$ cat config.mk
export PLATFORM = sky130hd
export DESIGN_NAME = flow_pipe_log_flat
export DESIGN_NICKNAME = d
export VERILOG_FILES = /design/src/rtl/flow_pkg.sv /design/src/rtl/flow_pipe_log_if.sv /design/src/rtl/flow_stage.sv /design/src/rtl/flow_pipe_log.sv /design/src/flat_wrapper.sv
export SDC_FILE = /design/constraint.sdc
export NUM_CORES = 1
export LEC_CHECK = 0
export CELL_PAD_IN_SITES_DETAIL_PLACEMENT = 0
export CELL_PAD_IN_SITES_GLOBAL_PLACEMENT = 1
export CORE_MARGIN = 2
export CORE_UTILIZATION = 47
export DETAILED_ROUTE_END_ITERATION = 7
export PLACE_DENSITY = 0.88
export RECOVER_POWER = 100
export SYNTH_ARGS = -nofsm -noshare
export SYNTH_HDL_FRONTEND = slang
export SYNTH_SLANG_ARGS = --single-unit
$ cat constraint.sdc
create_clock -name CLK -period 3.35 [get_ports CLK]
set_clock_uncertainty 0.15 [all_clocks]
set_input_delay 0.67 -clock CLK [delete_from_list [all_inputs] [get_ports CLK]]
set_output_delay 0.67 -clock CLK [all_outputs]
set_load 0.02 [all_outputs]
$ cat src/rtl/flow_pkg.sv
// Shared defaults and helpers for the flow_pipe_log elastic pipeline.
package flow_pkg;

  localparam int unsigned DEF_WIDTH  = 8;
  localparam int unsigned DEF_DEPTH  = 3;
  localparam int unsigned DEF_LOG_AW = 2;

  // Bits needed to hold values 0..n-1; callers pass DEPTH+1 to size the occupancy count.
  function automatic int unsigned clog2(input int unsigned n);
    int unsigned r;
    r = 0;
    for (int unsigned i = 0; i < 32; i++) begin
      if ((32'd1 << i) < n) r = i + 1;
    end
    return r;
  endfunction

endpackage

$ cat src/rtl/flow_pipe_log_if.sv
// Valid/ready stream plus log side-port bundle for flow_pipe_log.
interface flow_pipe_log_if
  import flow_pkg::*;
#(
  parameter int unsigned WIDTH  = DEF_WIDTH,
  parameter int unsigned DEPTH  = DEF_DEPTH,
  parameter int unsigned LOG_AW = DEF_LOG_AW
);

  localparam int unsigned CW = clog2(DEPTH + 1);

  logic              Valid_i;
  logic [WIDTH-1:0]  Data_i;
  logic              Ready_o;
  logic              Valid_o;
  logic [WIDTH-1:0]  Data_o;
  logic              Ready_i;
  logic [CW-1:0]     Count;
  logic [LOG_AW-1:0] Log_addr;
  logic [WIDTH-1:0]  Log_data;
  logic [LOG_AW-1:0] Log_ptr;
  logic              Log_wrapped;

  // Pipeline side.
  modport slave (
    input  Valid_i, Data_i, Ready_i, Log_addr,
    output Ready_o, Valid_o, Data_o, Count, Log_data, Log_ptr, Log_wrapped
  );

  // Source / sink / log reader side.
  modport master (
    output Valid_i, Data_i, Ready_i, Log_addr,
    input  Ready_o, Valid_o, Data_o, Count, Log_data, Log_ptr, Log_wrapped
  );

endinterface

$ cat src/rtl/flow_stage.sv
// One elastic pipeline slot: valid bit plus data word, load-enabled, sync active-low clear.
module flow_stage #(
  parameter int unsigned WIDTH = 8
) (
  input  logic             clk,
  input  logic             rst_n,
  input  logic             load,
  input  logic             v_in,
  input  logic [WIDTH-1:0] d_in,
  output logic             v_q,
  output logic [WIDTH-1:0] d_q
);

  always_ff @(posedge clk) begin
    if (!rst_n) begin
      v_q <= 1'b0;
      d_q <= '0;
    end else if (load) begin
      v_q <= v_in;
      d_q <= d_in;
    end
  end

endmodule

$ cat src/rtl/flow_pipe_log.sv
// Elastic valid/ready pipeline of DEPTH stages with bubble collapse; every delivered
// beat is also recorded in a circular log RAM readable through a side port.
module flow_pipe_log
  import flow_pkg::*;
#(
  parameter int unsigned WIDTH  = DEF_WIDTH,
  parameter int unsigned DEPTH  = DEF_DEPTH,
  parameter int unsigned LOG_AW = DEF_LOG_AW
) (
  input logic            CLK,
  input logic            RESET_n,
  flow_pipe_log_if.slave bus
);

  localparam int unsigned CW    = clog2(DEPTH + 1);
  localparam int unsigned LOG_N = 2 ** LOG_AW;

  logic [DEPTH-1:0]            v;
  logic [DEPTH-1:0]            rdy;
  logic [DEPTH-1:0][WIDTH-1:0] d;

  logic              in_hs;
  logic              out_hs;
  logic [CW-1:0]     count_q;
  logic [LOG_AW-1:0] ptr_q;
  logic              wrapped_q;
  logic [WIDTH-1:0]  log_data_q;
  logic [WIDTH-1:0]  mem [LOG_N];

  // Ready ripples back from the sink: a stage can take a beat if empty or if it empties this cycle.
  always_comb begin
    logic r;
    rdy = '0;
    r   = bus.Ready_i;
    for (int i = int'(DEPTH) - 1; i >= 0; i--) begin
      r      = ~v[i] | r;
      rdy[i] = r;
    end
  end

  for (genvar i = 0; i < int'(DEPTH); i++) begin : g_stage
    logic             v_in;
    logic [WIDTH-1:0] d_in;

    if (i == 0) begin : g_head
      assign v_in = bus.Valid_i;
      assign d_in = bus.Data_i;
    end else begin : g_body
      assign v_in = v[i-1];
      assign d_in = d[i-1];
    end

    flow_stage #(.WIDTH(WIDTH)) u_stage (
      .clk   (CLK),
      .rst_n (RESET_n),
      .load  (rdy[i]),
      .v_in  (v_in),
      .d_in  (d_in),
      .v_q   (v[i]),
      .d_q   (d[i])
    );
  end

  assign in_hs  = bus.Valid_i & rdy[0];
  assign out_hs = v[DEPTH-1] & bus.Ready_i;

  // Occupancy count and log pointer/wrap bookkeeping.
  always_ff @(posedge CLK) begin
    if (!RESET_n) begin
      count_q    <= '0;
      ptr_q      <= '0;
      wrapped_q  <= 1'b0;
      log_data_q <= '0;
    end else begin
      case ({in_hs, out_hs})
        2'b10:   count_q <= count_q + CW'(1);
        2'b01:   count_q <= count_q - CW'(1);
        default: count_q <= count_q;
      endcase
      if (out_hs) begin
        ptr_q <= ptr_q + LOG_AW'(1);
        if (ptr_q == LOG_AW'(LOG_N - 1)) wrapped_q <= 1'b1;
      end
      log_data_q <= mem[bus.Log_addr];
    end
  end

  // Log storage is not reset; writes are suppressed during the reset cycle.
  always_ff @(posedge CLK) begin
    if (RESET_n && out_hs) mem[ptr_q] <= d[DEPTH-1];
  end

  assign bus.Ready_o     = rdy[0];
  assign bus.Valid_o     = v[DEPTH-1];
  assign bus.Data_o      = d[DEPTH-1];
  assign bus.Count       = count_q;
  assign bus.Log_data    = log_data_q;
  assign bus.Log_ptr     = ptr_q;
  assign bus.Log_wrapped = wrapped_q;

endmodule

$ cat src/flat_wrapper.sv
// flat-port wrapper written by rule: the top's interface ports become plain ports
module flow_pipe_log_flat import flow_pkg::*;
#(
  parameter int unsigned WIDTH  = DEF_WIDTH,
  parameter int unsigned DEPTH  = DEF_DEPTH,
  parameter int unsigned LOG_AW = DEF_LOG_AW
)
  (CLK, RESET_n, bus_Valid_i, bus_Data_i, bus_Ready_i, bus_Log_addr, bus_Ready_o, bus_Valid_o, bus_Data_o, bus_Count, bus_Log_data, bus_Log_ptr, bus_Log_wrapped);
  flow_pipe_log_if #(.WIDTH(WIDTH), .DEPTH(DEPTH), .LOG_AW(LOG_AW)) bus_i ();
  input logic CLK;
  input logic RESET_n;
  input wire logic [$bits(bus_i.Valid_i)-1:0] bus_Valid_i;
  input wire logic [$bits(bus_i.Data_i)-1:0] bus_Data_i;
  input wire logic [$bits(bus_i.Ready_i)-1:0] bus_Ready_i;
  input wire logic [$bits(bus_i.Log_addr)-1:0] bus_Log_addr;
  output wire logic [$bits(bus_i.Ready_o)-1:0] bus_Ready_o;
  output wire logic [$bits(bus_i.Valid_o)-1:0] bus_Valid_o;
  output wire logic [$bits(bus_i.Data_o)-1:0] bus_Data_o;
  output wire logic [$bits(bus_i.Count)-1:0] bus_Count;
  output wire logic [$bits(bus_i.Log_data)-1:0] bus_Log_data;
  output wire logic [$bits(bus_i.Log_ptr)-1:0] bus_Log_ptr;
  output wire logic [$bits(bus_i.Log_wrapped)-1:0] bus_Log_wrapped;
  assign bus_i.Valid_i = bus_Valid_i;
  assign bus_i.Data_i = bus_Data_i;
  assign bus_i.Ready_i = bus_Ready_i;
  assign bus_i.Log_addr = bus_Log_addr;
  assign bus_Ready_o = bus_i.Ready_o;
  assign bus_Valid_o = bus_i.Valid_o;
  assign bus_Data_o = bus_i.Data_o;
  assign bus_Count = bus_i.Count;
  assign bus_Log_data = bus_i.Log_data;
  assign bus_Log_ptr = bus_i.Log_ptr;
  assign bus_Log_wrapped = bus_i.Log_wrapped;
  flow_pipe_log #(.WIDTH(WIDTH), .DEPTH(DEPTH), .LOG_AW(LOG_AW)) u_core (.CLK(CLK), .RESET_n(RESET_n), .bus(bus_i));
endmodule
After elaboration in Yosys (flattened, before gate mapping)
Memory sizes are Yosys's and may differ from the RTL's. A register that Yosys moved wholly into a read port is not among the register bits.
Cells that the tools add are included.
{ "totals": {"ff_bits": 32, "ramBits": 32, "in_bits": 14, "output_inout_bits": 23, "word_cells": 31, "memories": 1} }
{ "mem_list": {"columns": ["name", "words", "width", "read_ports", "rd_ports_with_merged_regs", "write_ports", "line", "rtl"], "rows": [
  ["u_core.mem", 4, 8, 1, 1, 1, "flow_pipe_log.sv:28", "logic [WIDTH-1:0] mem [LOG_N];"]
]} }
{ "op_classes": {"addsub": 3, "n_eq_ne": 3, "muxes": 3, "n_bitwise": 8, "n_reduce_logical": 4} }
{ "op_table": {"columns": ["operator", "count"], "rows": [
  ["$add 2x1->2 const B", 2],
  ["$eq 2x2->1 const B", 2],
  ["$pmux 2 s2", 1],
  ["$not 1->1", 3],
  ["$or 1x1->1", 3],
  ["$and 1x1->1", 2],
  ["$eq 2x1->1 const B", 1],
  ["$mux 1", 2],
  ["$reduce_and 2->1", 1],
  ["$reduce_bool 2->1", 1],
  ["$sub 2x1->2 const B", 1],
  ["$logic_and 1x1->1", 1],
  ["$logic_not 1->1", 1]
]} }

Depth between registers and ports, before layout
{ "depth": {"ltp_word": 7, "mapped_depth": 8, "ltp_nobuf": 7} }

Modules after synthesis
A second synthesis with hierarchy kept.
{ "unflattened": {"cells_unflattened": 177, "hier_area_um2": 2701.3} }
{ "modules_own_cells": {"columns": ["mod", "instances", "cells_each", "area_per_inst_um2", "seq_area_each_um2"], "rows": [
  ["flow_pipe_log", 1, 93, 1687.9, 1221.2],
  ["flow_stage", 3, 28, 337.8, 180.2]
]} }

Worst setup path before layout
Ideal clock, no wire load.
{ "synth_timing": {"path_type": "input-to-reg", "from": "input port bus_Ready_i", "to": "register u_core.count_q[1], in the netlist u_core.bus.Count[1]", "setup_ns": 0.076, "arrival_time_ns": 1.969, "required_ns": 3.124, "path_slack_ns": 1.155, "cell_stages": 7, "n_path_buf": 1, "cell_sequence": "and4b_1 buf_4 inv_4 nand2_1 ha_1 or3_1 a21boi_0"} }
{ "synth_between": {"elab_chain_cells": 6, "word_cells_on_any_way": 9, "cone_classes": "eq/ne (2); mux (1); bitwise (5); reduce/logical (1)"} }
{ "synth_rtl": {"columns": ["item", "line", "rtl"], "rows": [
  ["start: declaration", "flat_wrapper.sv:14", "input wire logic [$bits(bus_i.Ready_i)-1:0] bus_Ready_i;"],
  ["$or 1x1->1 (*) (3 in series)", "flow_pipe_log.sv:36", "r = ~v[i] | r;"],
  ["net bus_Ready_o", "flat_wrapper.sv:16", "output wire logic [$bits(bus_i.Ready_o)-1:0] bus_Ready_o;"],
  ["$and 1x1->1 (*)", "flow_pipe_log.sv:64", "assign in_hs = bus.Valid_i & rdy[0];"],
  ["$eq 2x1->1 or $eq 2x2->1 (tied branches)", "flow_pipe_log.sv:75", "case ({in_hs, out_hs})"],
  ["$pmux 2 s2 or $reduce_bool 2->1 (tied branches)", null, null],
  ["end signal: assignment", "flow_pipe_log.sv:76", "2'b10: count_q <= count_q + CW'(1);"],
  ["end signal: assignment", "flow_pipe_log.sv:77", "2'b01: count_q <= count_q - CW'(1);"],
  ["end signal: assignment", "flow_pipe_log.sv:78", "default: count_q <= count_q;"],
  ["end: declaration", "flow_pipe_log.sv:24", "logic [CW-1:0] count_q;"]
]} }
The timed path passes the listed nets; every way through them passes the cells marked *.
A chain may end at the register's enable or synchronous reset.

Worst setup path after layout
{ "layout_timing": {"from": "input port bus_Ready_i", "to": "output port bus_Ready_o"} }
{ "layout_between": {"elab_chain_cells": 3} }
{ "layout_rtl": {"columns": ["item", "line"], "rows": [
  ["$or 1x1->1 (3 in series)", "flow_pipe_log.sv:36"],
  ["end: declaration", "flat_wrapper.sv:16"]
]} }
No other way between the ends.

==> PnR_summary.wiki <==
{| class="wikitable"
! Metric !! Value
|-
| Floorplan core area || between 5000 and 6000 um^2
|-
| DIE HEIGHT || between 70 and 80 um
|-
| Nets in the synthesized netlist || about 230
|-
| Critical path fanouts, max || 10
|-
| Sequential fraction of the synthesis area || 65.6%
|-
| Netlist cell types || 27
|-
| Share of synthesized registers carrying an async set or reset || 0%
|-
| Boundary Pins || 37
|-
| Post-CTS sizing || 0
|-
| Largest net degree at the start of global routing || 30
|-
| Area growth from synthesis to layout || 20.6%
|-
| Setup slack at placement || 0.372 ns
|-
| Count leader, synth || sky130_fd_sc_hd__nand2_1
|-
| Relative slew margins || between 30% and 40%
|-
| Top cell type's share of synthesized area || about 36%
|-
| RSZ-0062 raised after global routing || false
|-
| Final hold viol count || 0
|-
| Most used flip-flop cell after synthesis || sky130_fd_sc_hd__dfxtp_1
|-
| Min Clock Period, post-route || 3.05 ns
|-
| Critical Path Start Type || input port
|-
| Overall via count from detail_route || about 1600
|-
| Hold Worst Slack || 0.311 ns
|-
| Reg-to-reg setup timing slack || around 1.4 ns
|-
| Crit end category || output port
|-
| Clk_lat worst skew || about 0.34 ns
|-
| Number of H-tree branching levels || 3
|-
| Via density || between 4 and 5
|-
| Data required time of the critical path || 2.53 ns
|-
| Data arrival at the endpoint of the critical path || ~2.2 ns
|-
| Max-capacitance violation count || 0
|-
| Final weighted congestion in routability-driven placement || between 0.6 and 0.7
|-
| Hold Buf Count CTS || 0
|-
| Antenna diode instance count || 0
|-
| Area of the die || between 6000 and 7000 um^2
|-
| TritonCTS clock tree || yes
|-
| Number of filler cells placed in the layout || around 470
|-
| Drt first pass iters || 4
|-
| Number of warnings reported in the yosys synthesis log || 0
|-
| Total half-perimeter wirelength after legalization and detailed placement || 2740 um
|-
| Number of placement rows || 27
|-
| Final standard cell area without fillers || 3240 um^2
|-
| Worst min-delay path class || register to register
|-
| Congestion Overflow GR || 0
|-
| Max-slew violations || 0
|-
| Detail-routed net length per standard cell || 12.7 um
|-
| Area occupied by multi-input gates || around 840 um^2
|-
| Cell area after technology mapping || approximately 2700 um^2
|-
| Slack of the critical path || between 0.2 and 0.3 ns
|-
| Leakage power figure || about 1.2 nW
|-
| First DRT Iteration DRCs || 94
|-
| Global-route usage over all layers || around 15%
|-
| Slew at the pin closest to its max-slew limit || roughly 0.94 ns
|-
| Hold_sp || u_core.g_stage[0].u_stage.v_q$_SDFFE_PN0P_
|-
| Worst flop-to-flop path startpoint || u_core.g_stage[1].u_stage.v_q$_SDFFE_PN0P_
|-
| Number of cells on the worst reg-to-reg path || 6
|-
| First-pass GRT wire length || approximately 6700 um
|-
| Count of state elements after synthesis || between 70 and 80
|-
| Total clock sinks || 72
|-
| DRC violation count after routing || 0
|-
| Final-layout setup total negative slack || 0 ns
|-
| Effective utilization at floorplan || between 40% and 50%
|-
| Number of enable-type register cells in the synthesized netlist || 32
|-
| Sequential Area || 1760 um^2
|-
| Final Cycle Share || 91.1%
|-
| Setup fix buffers added after clock tree synthesis || 0
|-
| Largest voltage drop on the vdd net || 0.252 mV
|-
| Number of buffers added by the clock tree synthesis step || 9
|-
| Via count of the first global-routing pass || around 1500
|-
| WL final || between 4000 and 5000 um
|-
| ANT nets after route || 0
|-
| Number of antenna violations at the first check in global routing || 0
|-
| Power per Cell Area || 495 nW/um^2
|-
| Number of endpoints failing setup at the final stage || 0
|-
| Number of buffers between clock root and the deepest sink || 2
|-
| Clock transition at the registers of the reported paths || 0.07 ns
|-
| Destination of the worst register-to-register timing path || u_core.bus.Count[1]$_SDFFE_PN0P_
|-
| I/O Buffers || 36
|-
| Start-to-end type of the worst setup path || input port to output port
|-
| Largest cells by area after synthesis || sky130_fd_sc_hd__edfxtp_1 36%, sky130_fd_sc_hd__dfxtp_1 30%, sky130_fd_sc_hd__a21boi_0 6.7%
|-
| Instance count of the mapped netlist || around 200
|-
| Fmax || 0.328 GHz
|-
| Leading area contributor after synthesis || sky130_fd_sc_hd__edfxtp_1
|-
| X dimension of the die || between 70 and 80 um
|-
| Number of cells traversed by the worst hold path || 2
|-
| Number of nets in the final layout || 263
|-
| Post-place instance area || slightly above 3000 um^2
|-
| Status || finished clean
|-
| Fraction of final layout cells with drive strength greater than 1 || under 10%
|-
| Clock root cell || sky130_fd_sc_hd__clkbuf_8
|-
| Worst-case hold path end point || u_core.g_stage[1].u_stage.v_q$_SDFFE_PN0P_
|-
| Synth cell count leaders || 41 x sky130_fd_sc_hd__nand2_1, 40 x sky130_fd_sc_hd__dfxtp_1, 32 x sky130_fd_sc_hd__edfxtp_1
|-
| Mean instance size in the synthesized netlist || approximately 13 um^2
|}
-- cell usage in the layout, fill, tap and decap left out, drive strengths merged, types with 2 or more instances in the layout --
master         Yosys  final
nand2             41     41
dfxtp             40     40
edfxtp            32     32
a21boi            26     26
dlygate4sd3        0     25
clkbuf             5     12
clkdlybuf4s50      0     11
and2              11     11
nand3              8      8
mux4               8      8
ha                 5      5
and3               4      4
inv                4      4
clkinv             0      4
nor2b              3      3
xnor2              3      3
o21a               2      2
buf                7      2
-- cells by family (layout without fill, tap and decap cells) --
group                      Yosys count  count (layout)  synth area share, %
buffers and inverters               16              59                 3.26
muxes                                9               9                 7.08
xor gates and xnor gates             3               3                0.979
DFF                                 72              72                 65.6
adders and majority gates            5               5                 2.33
AOI/OAI and AO/OA                   30              30                 8.20
and+or+nand+nor                     71              71                 12.5
-- state kept, by name (all words and copies together) (netlist names) --
signal and count:
u_core.mem 32, u_core.g_stage.u_stage.d_q 24, u_core.bus.Log_data 8, u_core.g_stage.u_stage.v_q 3
u_core.bus.Count 2, u_core.bus.Log_ptr 2, u_core.bus.Log_wrapped 1
-- cell type report --
class                      count  area share (%)
sequential                    72            54.4
multi-input combinational    118            25.8
timing repair buffer          39            11.7
clock buffer                  11            4.06
tap                           72            2.78
clock inverter                 5           0.734
inverter                       4           0.541
-- critical path, stage by stage --
cell	delay [ns]
sky130_fd_sc_hd__dlygate4sd3_1	0.59
sky130_fd_sc_hd__and4b_1	0.25
sky130_fd_sc_hd__inv_4	0.11
sky130_fd_sc_hd__clkdlybuf4s50_1	0.61
-- routing by layer --
layer  wire length [um]  vias to the layer above  global-route usage [%]
met5                  0                        -                       0
met4                 88                        0                    8.79
met3                191                        8                    5.09
met2               1890                       33                    23.4
met1               1900                      729                    16.6
li1                   -                      790                       -
-- stage by stage --
step	utilization, %	std cells	total power [mW]
2_1_floorplan	-	206	1.03
3_3_place_gp	56.1	305	1.08
3_5_place_dp	56.1	305	1.08
4_1_cts	58.9	321	1.63
5_1_grt	58.8	321	1.67
6_report	58.8	321	1.60
-- worst max path at each step --
stage                start                               end  slack, ns  depth (start not counted)
5_1_grt        bus_Ready_i                       bus_Ready_o       0.23                          4
3_3_place_gp   bus_Ready_i                       bus_Ready_o       0.38                          4
2_1_floorplan  bus_Ready_i  u_core.bus.Count[1]$_SDFFE_PN0P_       1.16                          7
6_report       bus_Ready_i                       bus_Ready_o       0.30                          4
3_5_place_dp   bus_Ready_i                       bus_Ready_o       0.37                          4
4_1_cts        bus_Ready_i                       bus_Ready_o       0.35                          4
-- power breakdown --
group,internal [mW],switching [mW],leakage [nW]
registers,0.936,0.0147,0.630
clock network,0.260,0.292,0.0758
logic,0.0555,0.0463,0.506
total,1.25,0.353,1.21
No activity file was read; power rests on OpenSTA's default activity.
